### src/rtl/mux_scan_ctrl_pkg.sv
// Shared types for the signal-routing mux select controller.
// Holds the scan FSM state encoding and default widths.
package mux_scan_ctrl_pkg;

  localparam int SEL_W_DEF = 5;
  localparam int CNT_W_DEF = 16;

  typedef enum logic [1:0] {
    ST_IDLE   = 2'd0,
    ST_SEARCH = 2'd1,
    ST_SETTLE = 2'd2,
    ST_DWELL  = 2'd3
  } state_e;

endpackage

### src/rtl/mux_next_ch.sv
// Wrap-around priority encoder: lowest set mask bit at index >= ptr.
// Ports: mask, ptr in; idx, wrapped (search restarted at 0), none (mask empty) out.
module mux_next_ch
  import mux_scan_ctrl_pkg::*;
#(
  parameter int SEL_W = SEL_W_DEF
) (
  input  logic [2**SEL_W-1:0] mask,
  input  logic [SEL_W-1:0]    ptr,
  output logic [SEL_W-1:0]    idx,
  output logic                wrapped,
  output logic                none
);

  localparam int N = 2**SEL_W;

  logic [N-1:0]     hi;
  logic [SEL_W-1:0] hi_idx;
  logic [SEL_W-1:0] lo_idx;

  always_comb begin
    hi      = mask & ({N{1'b1}} << ptr);
    hi_idx  = '0;
    lo_idx  = '0;
    none    = (mask == '0);
    wrapped = 1'b0;
    idx     = '0;
    for (int i = N - 1; i >= 0; i--) begin
      if (hi[i])   hi_idx = SEL_W'(i);
      if (mask[i]) lo_idx = SEL_W'(i);
    end
    if (hi != '0) begin
      idx = hi_idx;
    end else begin
      idx     = lo_idx;
      wrapped = !none;
    end
  end

endmodule

### src/rtl/mux_scan_ctrl.sv
// Select controller for the 32:1 routing mux: manual or masked auto scan.
// Ports: clk, rst, auto_en, man_sel, ch_mask, settle, dwell, start, stop in;
//        sel, blank, sample_stb, cur_ch, busy, frame_done out (all registered).
module mux_scan_ctrl
  import mux_scan_ctrl_pkg::*;
#(
  parameter int SEL_W = SEL_W_DEF,
  parameter int CNT_W = CNT_W_DEF
) (
  input  logic                clk,
  input  logic                rst,
  input  logic                auto_en,
  input  logic [SEL_W-1:0]    man_sel,
  input  logic [2**SEL_W-1:0] ch_mask,
  input  logic [CNT_W-1:0]    settle,
  input  logic [CNT_W-1:0]    dwell,
  input  logic                start,
  input  logic                stop,
  output logic [SEL_W-1:0]    sel,
  output logic                blank,
  output logic                sample_stb,
  output logic [SEL_W-1:0]    cur_ch,
  output logic                busy,
  output logic                frame_done
);

  state_e           state_q, state_n;
  logic [CNT_W-1:0] cnt_q, cnt_n;
  logic [SEL_W-1:0] ptr_q, ptr_n;
  logic             wrap_q, wrap_n;
  logic [SEL_W-1:0] sel_n, cur_n;
  logic             blank_n, stb_n, busy_n, fd_n;

  logic [SEL_W-1:0] nx_idx;
  logic             nx_wrap, nx_none;
  logic [CNT_W-1:0] dwell1;
  logic             abort;

  mux_next_ch #(.SEL_W(SEL_W)) u_next (
    .mask    (ch_mask),
    .ptr     (ptr_q),
    .idx     (nx_idx),
    .wrapped (nx_wrap),
    .none    (nx_none)
  );

  assign dwell1 = (dwell == '0) ? CNT_W'(1) : dwell;
  assign abort  = stop | ~auto_en;

  always_comb begin
    state_n = state_q;
    cnt_n   = cnt_q;
    ptr_n   = ptr_q;
    wrap_n  = wrap_q;
    sel_n   = sel;
    cur_n   = cur_ch;
    blank_n = blank;
    stb_n   = 1'b0;
    fd_n    = 1'b0;
    if (state_q != ST_IDLE && abort) begin
      state_n = ST_IDLE;
      cnt_n   = '0;
      wrap_n  = 1'b0;
      blank_n = 1'b0;
    end else begin
      unique case (state_q)
        ST_IDLE: begin
          sel_n = man_sel;
          if (man_sel != sel) begin
            cnt_n   = settle;
            blank_n = (settle != '0);
          end else if (cnt_q != '0) begin
            cnt_n   = cnt_q - CNT_W'(1);
            blank_n = (cnt_q > CNT_W'(1));
          end else begin
            blank_n = 1'b0;
          end
          if (start && !stop && auto_en && ch_mask != '0) begin
            state_n = ST_SEARCH;
            ptr_n   = '0;
            wrap_n  = 1'b0;
          end
        end
        ST_SEARCH: begin
          wrap_n = 1'b0;
          if (nx_none) begin
            state_n = ST_IDLE;
            cnt_n   = '0;
            blank_n = 1'b0;
          end else begin
            sel_n = nx_idx;
            cur_n = nx_idx;
            // wrap_q covers a pass that ended on the top channel
            fd_n  = nx_wrap | wrap_q;
            if (settle != '0) begin
              state_n = ST_SETTLE;
              cnt_n   = settle;
              blank_n = 1'b1;
            end else begin
              state_n = ST_DWELL;
              cnt_n   = dwell1;
              blank_n = 1'b0;
              stb_n   = (dwell1 == CNT_W'(1));
            end
          end
        end
        ST_SETTLE: begin
          blank_n = 1'b1;
          if (cnt_q <= CNT_W'(1)) begin
            state_n = ST_DWELL;
            cnt_n   = dwell1;
            blank_n = 1'b0;
            stb_n   = (dwell1 == CNT_W'(1));
          end else begin
            cnt_n = cnt_q - CNT_W'(1);
          end
        end
        ST_DWELL: begin
          blank_n = 1'b0;
          if (cnt_q <= CNT_W'(1)) begin
            state_n = ST_SEARCH;
            cnt_n   = '0;
            ptr_n   = cur_ch + SEL_W'(1);
            wrap_n  = &cur_ch;
          end else begin
            cnt_n = cnt_q - CNT_W'(1);
            // strobe lands on the cycle the count reads 1
            stb_n = (cnt_q == CNT_W'(2));
          end
        end
        default: state_n = ST_IDLE;
      endcase
    end
    busy_n = (state_n != ST_IDLE);
  end

  always_ff @(posedge clk) begin
    if (rst) begin
      state_q    <= ST_IDLE;
      cnt_q      <= '0;
      ptr_q      <= '0;
      wrap_q     <= 1'b0;
      sel        <= '0;
      blank      <= 1'b0;
      sample_stb <= 1'b0;
      cur_ch     <= '0;
      busy       <= 1'b0;
      frame_done <= 1'b0;
    end else begin
      state_q    <= state_n;
      cnt_q      <= cnt_n;
      ptr_q      <= ptr_n;
      wrap_q     <= wrap_n;
      sel        <= sel_n;
      blank      <= blank_n;
      sample_stb <= stb_n;
      cur_ch     <= cur_n;
      busy       <= busy_n;
      frame_done <= fd_n;
    end
  end

endmodule

### config.mk
export PLATFORM = sky130hd
export DESIGN_NAME = mux_scan_ctrl
export DESIGN_NICKNAME = d
export VERILOG_FILES = /design/src/rtl/mux_scan_ctrl_pkg.sv /design/src/rtl/mux_next_ch.sv /design/src/rtl/mux_scan_ctrl.sv
export SDC_FILE = /design/constraint.sdc
export NUM_CORES = 1
export LEC_CHECK = 0
export CAP_MARGIN = 10
export CORE_AREA = 2 2 84 86
export CTS_CLUSTER_DIAMETER = 120
export DETAILED_ROUTE_END_ITERATION = 16
export DIE_AREA = 0 0 86 88
export PLACE_DENSITY_LB_ADDON = 0.05
export SETUP_SLACK_MARGIN = 0.02
export SYNTH_ARGS = -nofsm -noshare
export SYNTH_HDL_FRONTEND = slang
export SYNTH_SLANG_ARGS = --single-unit
export TNS_END_PERCENT = 10
### constraint.sdc
create_clock -name clk -period 7.5 [get_ports clk]
set_clock_uncertainty 0.15 [all_clocks]
set_input_delay 2.25 -clock clk [delete_from_list [all_inputs] [get_ports clk]]
set_output_delay 2.25 -clock clk [all_outputs]
set_load 0.02 [all_outputs]
==> impl_metrics.json, run 1 <==
{
  "end_kind": "flip-flop",
  "p_clk_frac": 0.222,
  "synth_cell_types": 66,
  "coreArea_um2": 6640,
  "synth_edf_count": 0,
  "final-hold-violation-count": 0,
  "cp_top_family": "simple AND/OR/NAND/NOR gates",
  "setup_viol": 0,
  "rr_worst_depth": 7,
  "clk_path_buf_depth": 2,
  "syn_area_um2": 3590,
  "seqPwrFrac": 0.308,
  "drive_gt1_frac": 0.0479,
  "antenna_found_initial": 0,
  "gr-total-overflow": 0,
  "swShare": 0.397,
  "power_per_cell_area_nw_per_um2": 208,
  "antenna_left": 0,
  "worstHoldStart": "cur_ch[3]",
  "clock_latency_ns": 0.30,
  "hpwlAfterDp_mm": 9.47,
  "synthCells": 512,
  "yosysWarnings": 0,
  "drv_cap": 0,
  "r2r_start": "ptr_q[1]",
  "cts_resized": 0,
  "synth.area.top_cells": "dfxtp_1 (21%), nand2_1 (6.1%), nor2_1 (6.0%)",
  "numCtsBuffers": 5,
  "worst_ep_arrival_time_ns": 5.03,
  "tns_ns": 0,
  "reg2reg_to": "cur_ch[0]",
  "whs_path_depth": 2,
  "worst_pin_slew_ns": 1.06,
  "root_buffer": "clkbuf_8",
  "grt_usage": 0.325,
  "syn-num-nets": 591,
  "p_leak_nw": 1.57,
  "critPathSlowestCell": "nor4_1",
  "synth_seq_area_share": 0.212,
  "synthMostInstantiatedCell": "nand2_1",
  "clk_pin_slew_worst_paths_ns": 0.08,
  "crit_top_cell": "a221oi_1",
  "area_growth_pct": 28.4,
  "post_cts_buffers": 0,
  "status": "complete, no violations",
  "routed_wirelength_mm": 12.3,
  "dieHeight_um": 88,
  "diodes": 0,
  "cp.required_ns": 7.52,
  "slew_headroom": 0.290,
  "cp_slowest_stage_delay_ns": 0.70,
  "crit_type": "input pin to flip-flop",
  "wl_per_cell_um": 18.5,
  "power_mw": 0.961,
  "drc": 0,
  "vias": 4469,
  "die_x_um": 86,
  "layout.nets": 663,
  "io_pins": 88,
  "synth_seq_cells": 38,
  "start_kind": "input pin",
  "cts_hold_buf": 0,
  "fin_crit_ns": 5.01,
  "pwr-share-comb": 0.470,
  "fin_crit_sh": 0.668,
  "htreeDepth": 2,
  "async_flop_share": 0,
  "grt_max_degree": 30,
  "synth_top_area_frac": 0.212,
  "internal_power_mw": 0.579,
  "fillerInstances": 588,
  "yosysTopAreaCell": "dfxtp_1",
  "worst-path-buf-inv": 2,
  "first_pass_iters": 7,
  "critPathMaxFanout": 14,
  "syn_area_per_cell_um2": 7.02,
  "rows": 30,
  "grt_pass1_wl_mm": 19.7,
  "p_sw_mw": 0.382,
  "min_path_type": "flip-flop to flip-flop",
  "cts_tree": "done",
  "die-area_um2": 7570,
  "fmax_mhz": 199,
  "port_buffers": 87,
  "initial_core_util": 0.541,
  "r2r_slack_ns": 3.97,
  "gp_congestion": 0.999,
  "hold_end": "cur_ch[3]",
  "rsz0062_at_grt": "false",
  "cp_cell_sequence": "clkdlybuf4s50_1, nor4_1, nand4_1, or2_1, o2bb2ai_1, buf_4, a221oi_1, a221oi_1",
  "synth_flop_cell": "dfxtp_1",
  "ir_drop_mv": 0.141,
  "cts.sinks": 38,
  "vias_per_cell": 6.72,
  "initialDrtViolationCount": 403,
  "drv_slew": 0,
  "grt_pass1_vias": 4121,
  "netlist_top_cells_count": "nand2_1 (58), nor2_1 (57), a21oi_1 (42)"
}
## metal layers
metal / wire, um / track usage
met1: 5250 / 0.431
met2: 5450 / 0.517
met3: 1240 / 0.0622
met4: 374 / 0.141
met5: 0 / 0
## cells by family (layout without fill, tap and decap cells)
| group | Yosys count | in the layout | synth area share |
|---|---|---|---|
| and+or+nand+nor | 251 | 251 | 0.369 |
| AOI/OAI and AO/OA | 161 | 161 | 0.309 |
| DFF | 38 | 38 | 0.212 |
| buffers and inverters | 35 | 108 | 0.0390 |
| xor gates and xnor gates | 19 | 19 | 0.0463 |
| adders and majority gates | 5 | 5 | 0.0174 |
| muxes | 3 | 3 | 0.00836 |
## power groups by stage
| stage | Combinational, mW | Clock, mW | Sequential, mW |
|---|---|---|---|
| detailed placement | 0.436 | 0 | 0.300 |
| global route | 0.495 | 0.222 | 0.302 |
| global placement | 0.429 | 0 | 0.298 |
| finish | 0.451 | 0.214 | 0.296 |
| floorplan | 0.292 | 0 | 0.298 |
| CTS | 0.439 | 0.214 | 0.295 |
## sequential cells by signal (all words and copies together), names as in the netlist, 2 cells and up
name / count
ptr_q: 5
state_q: 2
cnt_q: 16
sel: 5
cur_ch: 5
## stage by stage
step / utilization / hold WS [ns] / setup slack, ns / cell area, um^2 / cells
global route: 0.694 / 0.388 / 2.24 / 4610 / 665
floorplan: - / 0.280 / 3.17 / 3590 / 512
detailed placement: 0.673 / 0.352 / 2.22 / 4470 / 656
global placement: 0.673 / 0.336 / 2.33 / 4470 / 656
finish: 0.694 / 0.361 / 2.49 / 4610 / 665
CTS: 0.693 / 0.363 / 2.54 / 4610 / 664
## cells in the final DEF (no fill, tap or decap), drive strengths merged, types with 8 or more instances in the layout
cell type / netlist / routed
dfxtp: 38 / 38
nor4: 25 / 25
nand2: 58 / 58
o21ai: 22 / 22
xnor2: 12 / 12
a22oi: 15 / 15
nand2b: 15 / 15
nand4: 13 / 13
nor3: 14 / 14
or2: 9 / 9
nand3: 19 / 19
nor2: 57 / 57
clkdlybuf4s50: 0 / 87
a21oi: 43 / 43
o211ai: 9 / 9
nor2b: 8 / 8
inv: 12 / 12
## area by class of cell
class | count | area (um^2) | share of cell area
flip-flops and latches | 38 | 761 | 0.165
well taps | 80 | 100 | 0.0217
multi-input cells | 439 | 2690 | 0.583
clock buffers | 5 | 68.8 | 0.0149
clock inverters | 3 | 68.8 | 0.0149
repair buffers | 88 | 878 | 0.190
inverters | 12 | 45.0 | 0.00976
## worst register-to-register path, cell delays in order (launching register included)
cell,delay [ns]
dfxtp_1,0.94
nand2_1,0.43
a222oi_1,0.62
nand4_1,0.31
nor3_1,0.35
and2_1,0.28
o2111ai_1,0.13
and3_1,0.21
## worst max-delay path by stage
stage,from,endpoint,slack (ns),depth (start not counted)
global route,ch_mask[3],sel[1],2.24,8
CTS,ch_mask[13],cnt_q[0],2.54,7
floorplan,ch_mask[12],cnt_q[10],3.17,7
detailed placement,ch_mask[13],cnt_q[0],2.22,7
finish,ch_mask[27],cnt_q[0],2.49,8
global placement,ch_mask[27],cnt_q[0],2.33,7
(Power assumes the default switching activity.)
==> run 2: changes to the inputs <==
--- a/config.mk
+++ b/config.mk
@@ -6,10 +6,10 @@
 export NUM_CORES = 1
 export LEC_CHECK = 0
 export CAP_MARGIN = 10
-export CORE_AREA = 2 2 84 86
+export CORE_AREA = 2 2 92 94
 export CTS_CLUSTER_DIAMETER = 120
 export DETAILED_ROUTE_END_ITERATION = 16
-export DIE_AREA = 0 0 86 88
+export DIE_AREA = 0 0 94 96
 export PLACE_DENSITY_LB_ADDON = 0.05
 export SETUP_SLACK_MARGIN = 0.02
 export SYNTH_ARGS = -nofsm -noshare
==> constraint.sdc (replaced) <==
create_clock -name clk -period 4.2 [get_ports clk]
set_clock_uncertainty 0.15 [all_clocks]
set_input_delay 1.26 -clock clk [delete_from_list [all_inputs] [get_ports clk]]
set_output_delay 1.26 -clock clk [all_outputs]
set_load 0.02 [all_outputs]
==> impl_metrics.json, run 2 (synthesis gave the netlist of run 1 again) <==
{
  "htreeDepth": 2,
  "setup_viol": 0,
  "reg2reg_to": "cur_ch[0]",
  "r2r_slack_ns": 1.00,
  "fillerInstances": 766,
  "gp_congestion": 0.971,
  "initial_core_util": 0.446,
  "drive_gt1_frac": 0.0839,
  "drv_slew": 0,
  "start_kind": "input pin",
  "initialDrtViolationCount": 263,
  "drv_cap": 0,
  "antenna_found_initial": 0,
  "drc": 0,
  "routed_wirelength_mm": 12.0,
  "power_per_cell_area_nw_per_um2": 334,
  "worst-path-buf-inv": 2,
  "tns_ns": 0,
  "area_growth_pct": 33.0,
  "ir_drop_mv": 0.164,
  "crit_cells": 8,
  "cts.sinks": 38,
  "cp_cell_sequence": "clkdlybuf4s50_1, or4_1, nand4b_1, or2_1, o2bb2ai_1, buf_4, a22oi_1, a21oi_1",
  "grt_pass1_wl_mm": 19.3,
  "coreArea_um2": 8050,
  "final_common_cell": "clkdlybuf4s50_1",
  "rsz0062_at_grt": "false",
  "io_pins": 88,
  "post_cts_buffers": 0,
  "dieHeight_um": 96,
  "largest_reg_flops": 16,
  "crit_type": "input pin to flip-flop",
  "cts_tree": "done",
  "power_mw": 1.60,
  "critPathMaxFanout": 8,
  "final_cell_mix": "clkdlybuf4s50_1 (87), nand2_1 (58), nor2_1 (57), a21oi_1 (42), dfxtp_1 (38)",
  "clk_pin_slew_worst_paths_ns": 0.08,
  "clock_latency_ns": 0.29,
  "r2r_start": "ptr_q[3]",
  "cts_hold_buf": 0,
  "cp_slowest_stage_delay_ns": 0.63,
  "p_leak_nw": 1.67,
  "wl_per_cell_um": 16.9,
  "grt_usage": 0.264,
  "clk_path_buf_depth": 2,
  "antenna_left": 0,
  "status": "complete, no violations",
  "root_buffer": "clkbuf_8",
  "vias_per_cell": 6.21,
  "seq_area_um2": 761,
  "fin_crit_ns": 3.67,
  "end_kind": "flip-flop",
  "fmax_mhz": 272,
  "die-area_um2": 9020,
  "rr_worst_depth": 7,
  "vias": 4431,
  "min_path_type": "flip-flop to flip-flop",
  "worstSetupStartpoint": "ch_mask[12]",
  "numCtsBuffers": 5,
  "top_register": "cnt_q",
  "multi_input_area_um2": 2690,
  "worst_pin_slew_ns": 0.826,
  "layout.nets": 688,
  "rows": 33,
  "hpwlAfterDp_mm": 9.52,
  "diodes": 0,
  "worst_slack_ns": 0.528,
  "cts_resized": 0,
  "die_x_um": 94,
  "slew_headroom": 0.448,
  "dp_worst_setup_slack_ns": 0.240,
  "critPathSlowestCell": "or4_1",
  "grt_pass1_vias": 4099,
  "final-hold-violation-count": 0,
  "port_buffers": 87,
  "cp.required_ns": 4.20,
  "grt_max_degree": 25,
  "fin_crit_sh": 0.874,
  "final_area_um2": 4780,
  "first_pass_iters": 5,
  "gr-total-overflow": 0,
  "cp_top_family": "simple AND/OR/NAND/NOR gates",
  "worst_ep_arrival_time_ns": 3.67,
  "crit_end": "cnt_q[12]",
  "placed_cell_area_um2": 4690
}
[run 2: cell count changes in the layout (fill, tap and decap cells not counted)]
cell	delta
clkinv_4	-1
buf_4	+25
bufinv_16	-2
clkbuf_8	+1
[run 2: how the worst min path moves through the flow]
stage	startpoint	endpoint	slack [ns]	cells after the start
after global placement	wrap_q	frame_done	0.32	2
after detailed placement	wrap_q	frame_done	0.31	2
after CTS	wrap_q	frame_done	0.34	2
after floorplan	wrap_q	frame_done	0.28	2
final	wrap_q	frame_done	0.34	2
after global routing	wrap_q	frame_done	0.35	2
[run 2: worst min-delay path, delay by kind of cell, from the launching register on]
family | cells | cell delay, ns
AO/OA/AOI/OAI | 1 | 0.04
AND/OR/NAND/NOR | 1 | 0.07
flip-flops | 1 | 0.34
[run 2: per-stage QoR]
| stage | hold slack (ns) | util | cells |
|---|---|---|---|
| final | 0.339 | 0.593 | 713 |
| after global routing | 0.352 | 0.593 | 713 |
| after CTS | 0.339 | 0.593 | 713 |
| after detailed placement | 0.315 | 0.583 | 707 |
| after global placement | 0.320 | 0.583 | 707 |
| after floorplan | 0.280 | - | 512 |
[run 2: cell type report]
class                   instances  area share
flip-flops and latches         38       0.159
well taps                     105      0.0275
multi-input cells             439       0.563
clock buffers                   6      0.0173
repair buffers                113       0.223
inverters                      12     0.00943
[run 2: metal layers]
layer  vias up  wire length, um  GRT usage
li1       2156                -          -
met3        32              723     0.0227
met4         0              318     0.0930
met1      2049             4990      0.335
met5         -                0          0
met2       194             5990      0.470
[run 2: power by group]
| part | total (mW) | internal, mW | switching, mW |
|---|---|---|---|
| Combinational | 0.809 | 0.381 | 0.428 |
| Sequential | 0.530 | 0.435 | 0.0955 |
| Clock | 0.257 | 0.127 | 0.130 |
| Total | 1.60 | 0.942 | 0.654 |
